<file path="src/rtl/serial_in_status.sv">
// Receive-side deserializer for the alarm status link: rebuilds the WIDTH-bit
// alarm state sent MSB first and flags completed, changed and truncated frames.
module serial_in_status #(
  parameter int               WIDTH       = 4,
  parameter int               SYNC_STAGES = 0,
  parameter logic [WIDTH-1:0] RESET_STATE = '0
) (
  input  logic             clk,
  input  logic             reset,
  input  logic             status_send,
  input  logic             status_out,
  output logic [WIDTH-1:0] state_out,
  output logic             state_valid,
  output logic             state_changed,
  output logic             frame_err,
  output logic             busy
);

  localparam int             CW   = $clog2(WIDTH + 1);
  localparam logic [CW-1:0]  LAST = CW'(WIDTH - 1);

  // Link handshake: a frame is a run of WIDTH cycles with status_send high,
  // one data bit per cycle on status_out; there is no back-pressure, so every
  // cycle with send_s high is consumed as a bit.

  logic send_s;
  logic data_s;

  // Both link inputs pass through pipes of identical depth so bits stay aligned.
  generate
    if (SYNC_STAGES == 0) begin : g_nosync
      assign send_s = status_send;
      assign data_s = status_out;
    end else begin : g_sync
      logic [SYNC_STAGES-1:0] send_pipe;
      logic [SYNC_STAGES-1:0] data_pipe;

      always_ff @(posedge clk) begin
        if (reset) begin
          send_pipe <= '0;
          data_pipe <= '0;
        end else begin
          send_pipe <= SYNC_STAGES'({send_pipe, status_send});
          data_pipe <= SYNC_STAGES'({data_pipe, status_out});
        end
      end

      assign send_s = send_pipe[SYNC_STAGES-1];
      assign data_s = data_pipe[SYNC_STAGES-1];
    end
  endgenerate

  typedef enum logic {
    IDLE = 1'b0,
    RECV = 1'b1
  } state_t;

  state_t           state_q, state_d;
  logic [CW-1:0]    cnt_q, cnt_d;
  logic [WIDTH-1:0] shift_q, shift_d;
  logic [WIDTH-1:0] word_in;
  logic [WIDTH-1:0] out_d;
  logic             valid_d, changed_d, err_d;
  logic             complete;

  always_ff @(posedge clk) begin
    if (reset) begin
      state_q       <= IDLE;
      cnt_q         <= '0;
      shift_q       <= '0;
      state_out     <= RESET_STATE;
      state_valid   <= 1'b0;
      state_changed <= 1'b0;
      frame_err     <= 1'b0;
    end else begin
      state_q       <= state_d;
      cnt_q         <= cnt_d;
      shift_q       <= shift_d;
      state_out     <= out_d;
      state_valid   <= valid_d;
      state_changed <= changed_d;
      frame_err     <= err_d;
    end
  end

  always_comb begin
    state_d   = state_q;
    cnt_d     = cnt_q;
    shift_d   = shift_q;
    out_d     = state_out;
    valid_d   = 1'b0;
    changed_d = 1'b0;
    err_d     = 1'b0;
    complete  = 1'b0;

    // A new frame starts from an empty word; inside a frame bits enter at LSB.
    if (state_q == IDLE) word_in = WIDTH'(data_s);
    else                 word_in = WIDTH'({shift_q, data_s});

    case (state_q)
      IDLE: begin
        if (send_s) begin
          if (WIDTH == 1) begin
            complete = 1'b1;
          end else begin
            shift_d = word_in;
            cnt_d   = CW'(1);
            state_d = RECV;
          end
        end
      end
      RECV: begin
        if (!send_s) begin
          err_d   = 1'b1;
          shift_d = '0;
          cnt_d   = '0;
          state_d = IDLE;
        end else if (cnt_q == LAST) begin
          complete = 1'b1;
        end else begin
          shift_d = word_in;
          cnt_d   = cnt_q + CW'(1);
        end
      end
      default: begin
        state_d = IDLE;
        cnt_d   = '0;
      end
    endcase

    // Returning to IDLE lets a still-high send_s open the next frame at once.
    if (complete) begin
      out_d     = word_in;
      valid_d   = 1'b1;
      changed_d = (word_in != state_out);
      shift_d   = word_in;
      cnt_d     = '0;
      state_d   = IDLE;
    end
  end

  assign busy = (state_q == RECV);

  a_valid_err_exclusive : assert property (@(posedge clk) disable iff (reset)
    !(state_valid && frame_err));
  a_changed_needs_valid : assert property (@(posedge clk) disable iff (reset)
    state_changed |-> state_valid);
  a_cnt_in_range : assert property (@(posedge clk) disable iff (reset)
    cnt_q <= LAST);

endmodule

</file>
<file path="config.mk">
export PLATFORM = sky130hd
export DESIGN_NAME = serial_in_status
export DESIGN_NICKNAME = d
export VERILOG_FILES = /design/src/rtl/serial_in_status.sv
export SDC_FILE = /design/constraint.sdc
export NUM_CORES = 1
export LEC_CHECK = 0
export ABC_AREA = 1
export BUFFER_PORTS_ARGS = -buffer_cell sky130_fd_sc_hd__buf_2
export CAP_MARGIN = 20
export CORE_UTILIZATION = 45
export DETAILED_ROUTE_END_ITERATION = 8
export GPL_TIMING_DRIVEN = 1
export PLACE_DENSITY = 0.68
export SYNTH_ARGS = -nofsm -noshare
export SYNTH_HDL_FRONTEND = slang
export SYNTH_SLANG_ARGS = --single-unit
</file>
<file path="constraint.sdc">
create_clock -name clk -period 1.1 [get_ports clk]
set_input_delay 0.11 -clock clk [delete_from_list [all_inputs] [get_ports clk]]
set_output_delay 0.11 -clock clk [all_outputs]
set_load 0.03 [all_outputs]
</file>
==> impl_summary.md <==
Power and ir drop
The static leakage is between 0.3 and 0.4 nW. In this run the power density over the cells is approximately 1300 nW/um^2. The maximum ir drop on the vdd rail is 0.000701 V. Overall power consumption after layout is estimated at just under 1 mW.

Clock network
After clock tree synthesis, the clock-pin slew on the worst setup and hold paths is about 0.090 ns. In this run the number of H-tree levels came out at 1. In this run, CTS created clock tree buffers numbering 3.

For this design, the sink count on the clock tree is 14. The clock tree from TritonCTS is yes. The buffer cell driving the clock tree root is sky130_fd_sc_hd__clkbuf_4. The clock passes through at most 2 buffers. The later pin in the worst-skew pair is clocked with a latency of roughly 0.29 ns. The number of hold-repair buffers added at the cts stage is 0.

Setup path
The startpoint class of the critical path is a register. The worst setup path is of the register to register kind. Traced cell by cell, the critical path runs through ha_4, ha_4, nand2_4, nand2_4, o22ai_1. The library cell contributing the largest single delay on the critical path is sky130_fd_sc_hd__dfxtp_2. Setup slack on the worst reg-to-reg path comes out at 0.04 ns.

The data arrival at the endpoint of the critical path is 1.23 ns. The critical path required time is around 1.3 ns. The cell family contributing the most delay on the critical path is flip-flops. The capture point of the worst reg-to-reg path is state_out[2]$_SDFFE_PP0P_.

The startpoint identified for the worst register-to-register timing path is cnt_q[0]$_SDFFE_PP0P_. The cell depth of the worst flop-to-flop path is 5. The buffering stage count on the worst path with inverters included is 0. The nature of the critical path endpoint is a register. The largest fanout of any net on the critical path is 8. Counting buffers and inverters, the worst setup path is 5 cells deep. For this run, the slowest stage of the critical path takes between 0.3 and 0.4 ns.

Timing
The worst-margin pin slew is 0.172 ns. The sum of negative setup slack is 0 ns. The number of slew-limit violations in the final report is 0. Across the routed clock network, the largest skew measured is 0.0100 ns. The final number of setup-violating endpoints is 0. The ratio of final minimum period to clock period is a little over nine tenths.

The headroom to the max-slew limit is roughly nine tenths. The hold violation total from the final report is 0. Setup repair after global routing could not meet its margin everywhere. The worst path in the final design needs a cycle of 1.06 ns, including I/O delays and setup. The post-route worst setup slack is 0.0371 ns. On the final layout, the worst hold slack is approximately 0.045 ns.

The maximum achievable frequency is 941 MHz.

Logic synthesis
The largest total area in the synthesized netlist belongs to sky130_fd_sc_hd__dfxtp_1. The mapped netlist covers approximately 600 um^2. Synthesis inferred 14 register bits.

The Yosys step of the flow raised 0 warnings. Yosys attributes the largest share of cell area to sky130_fd_sc_hd__dfxtp_1 46%, sky130_fd_sc_hd__nand2_1 12%, sky130_fd_sc_hd__inv_1 6.8%. In this run the biggest area consumer among cell types represents a little under half of the synthesized area. Counting every net in the synthesized netlist gives 85. Summing the sequential cell areas from Yosys gives a little under half of the chip area.

The cell count after synthesis came out at 79. Counting distinct cell types in the post-synthesis netlist gives 15. The post-synthesis area per instance is ~7.7 um^2.

Die
The die covers between 1500 and 2000 um^2. The standard-cell row count is 12. The initial utilization of the core area, before any placement, comes to approximately half. The floorplan step set the die height to 38.8 um. The area inside the core boundary is roughly 1200 um^2. For this design the top-level I/O count stands at 12. The floorplan die width is 38.8 um.

Routing
Dividing the detail-routed via count by the number of cells gives just under 5. The detailed-route via count is between 500 and 600. The number of design-rule violations left by the first detailed-router iteration is 15. After detailed routing, the average wire length per cell comes to around 11 um. In this run the remaining antenna-violating nets after routing total 0. For this run, the detailed router's first-pass iteration total came to 4. After detailed routing, the total wire length is about 1100 um. The DRC violations left is 0.

Final layout
The multi-input combinational cells in the finished layout cover a total of between 300 and 400 um^2. The post-route netlist has a little under a third of its cells at a drive strength greater than 1. After filler insertion, the fill cell instance count of the layout stands at about 110. The layout net count is approximately 100. In the layout the commonest cells are 20 x sky130_fd_sc_hd__nand2_1, 11 x sky130_fd_sc_hd__inv_1, 11 x sky130_fd_sc_hd__dfxtp_1, 11 x sky130_fd_sc_hd__buf_2, 7 x sky130_fd_sc_hd__nor2_1. The final antenna diode count is 0. The sequential cells in the finished layout cover a total of around 290 um^2. The area growth from synthesis to layout is 24.3%. The library cell used most frequently in the layout, excluding fill and tap cells, is sky130_fd_sc_hd__nand2_1.

The number of non-filler instances in the completed layout is about 110.

Placement
The total half-perimeter wirelength after legalization and detailed placement is 761 um. The congestion estimate from routability-driven global placement came to 0.716. OpenSTA, run right after detailed placement, puts the worst setup slack at -0.0692 ns. The number of buffer cells added on primary ports is 11.

Once placement completed, the tool counted placed cells totaling ~100.

Job
The tool flagged a number of max-cap violations equal to 0.

Global route
Summed over all layers, the global routing overflow is 0. For this run, the total global-route usage over all layers was measured as about 18%. The largest net degree at the start of global routing is 14. The first global-routing pass estimated 1800 um of wire. The number of antenna violations at the first check in global routing is 0. The via count of the first global-routing pass is ~450.

Hold path
The worst hold path passes through 2 cells. The startpoint identified for the worst hold timing path is reset. The tightest min-delay check is of the input port to register type.

The worst hold path terminates at shift_q[2]$_SDFFE_PP0P_.

Outcome
The run finished with clean final reports.
worst reg2reg max path: stages (launching register included):
cell and delay (ns):
sky130_fd_sc_hd__dfxtp_2 0.37, sky130_fd_sc_hd__ha_4 0.15, sky130_fd_sc_hd__ha_4 0.16, sky130_fd_sc_hd__nand2_4 0.07, sky130_fd_sc_hd__nand2_4 0.12, sky130_fd_sc_hd__o22ai_1 0.08
Yosys cell counts (all sizes together):
| cell type | n |
|---|---|
| o21ai | 2 |
| buf | 1 |
| nand3 | 7 |
| nor2 | 7 |
| a21oi | 6 |
| clkinv | 1 |
| dfxtp | 14 |
| inv | 11 |
| o22ai | 4 |
| ha | 2 |
| nand2 | 24 |
flip-flops by register name (all words and copies together) (netlist names):
register,count
busy,1
cnt_q,3
frame_err,1
shift_q,3
state_changed,1
state_out,4
state_valid,1
power breakdown:
part | switching (mW) | total, mW | internal (mW)
Sequential | 0.0130 | 0.528 | 0.515
Combinational | 0.0442 | 0.0694 | 0.0252
Clock | 0.172 | 0.374 | 0.202
Total | 0.229 | 0.971 | 0.742
layout make-up:
class / count / share of cell area, %
Tap cell: 14 / 2.32
Inverter: 12 / 6.13
Clock buffer: 4 / 4.80
Timing Repair Buffer: 12 / 8.28
Sequential cell: 14 / 37.9
Multi-Input combinational cell: 52 / 40.6
repair_timing:
action	4_1_cts	5_1_grt
pin swaps	0	1
cloned	0	0
buffers inserted	0	0
endpoints found under the setup margin	9	9
resized for setup	4	6
how the worst max path moves through the flow:
stage | start | end | slack [ns]
6_report | cnt_q[0]$_SDFFE_PP0P_ | state_out[2]$_SDFFE_PP0P_ | 0.04
5_1_grt | cnt_q[0]$_SDFFE_PP0P_ | cnt_q[0]$_SDFFE_PP0P_ | -0.005
4_1_cts | cnt_q[0]$_SDFFE_PP0P_ | state_out[2]$_SDFFE_PP0P_ | 0.005
3_5_place_dp | cnt_q[0]$_SDFFE_PP0P_ | state_out[3]$_SDFFE_PP0P_ | -0.07
3_3_place_gp | cnt_q[0]$_SDFFE_PP0P_ | cnt_q[1]$_SDFFE_PP0P_ | -0.02
2_1_floorplan | cnt_q[0]$_SDFFE_PP0P_ | cnt_q[2]$_SDFFE_PP0P_ | 0.02
through the flow:
stage / cell area [um^2] / utilization (%)
finish: 756 / 63.7
global route: 756 / 63.7
CTS: 741 / 62.4
detailed placement: 682 / 57.5
global placement: 682 / 57.5
floorplan: 609 / -
cell families (layout without fill, tap and decap cells):
family | Yosys count | after routing | synth area share [%]
compound gates | 12 | 12 | 11.9
fa+ha+maj | 2 | 2 | 4.11
buf+inv | 13 | 28 | 8.85
flops | 14 | 14 | 46.1
simple gates | 38 | 38 | 29.0
per-layer routing:
layer	vias to the layer above	share of wire [%]	GRT usage (%)
met5	-	0	0
met4	0	2.4	12.9
met3	4	3.9	3.47
met2	15	45	27.5
met1	232	49	22.6
li1	283	-	-
No activity file was read; power rests on OpenSTA's default activity.
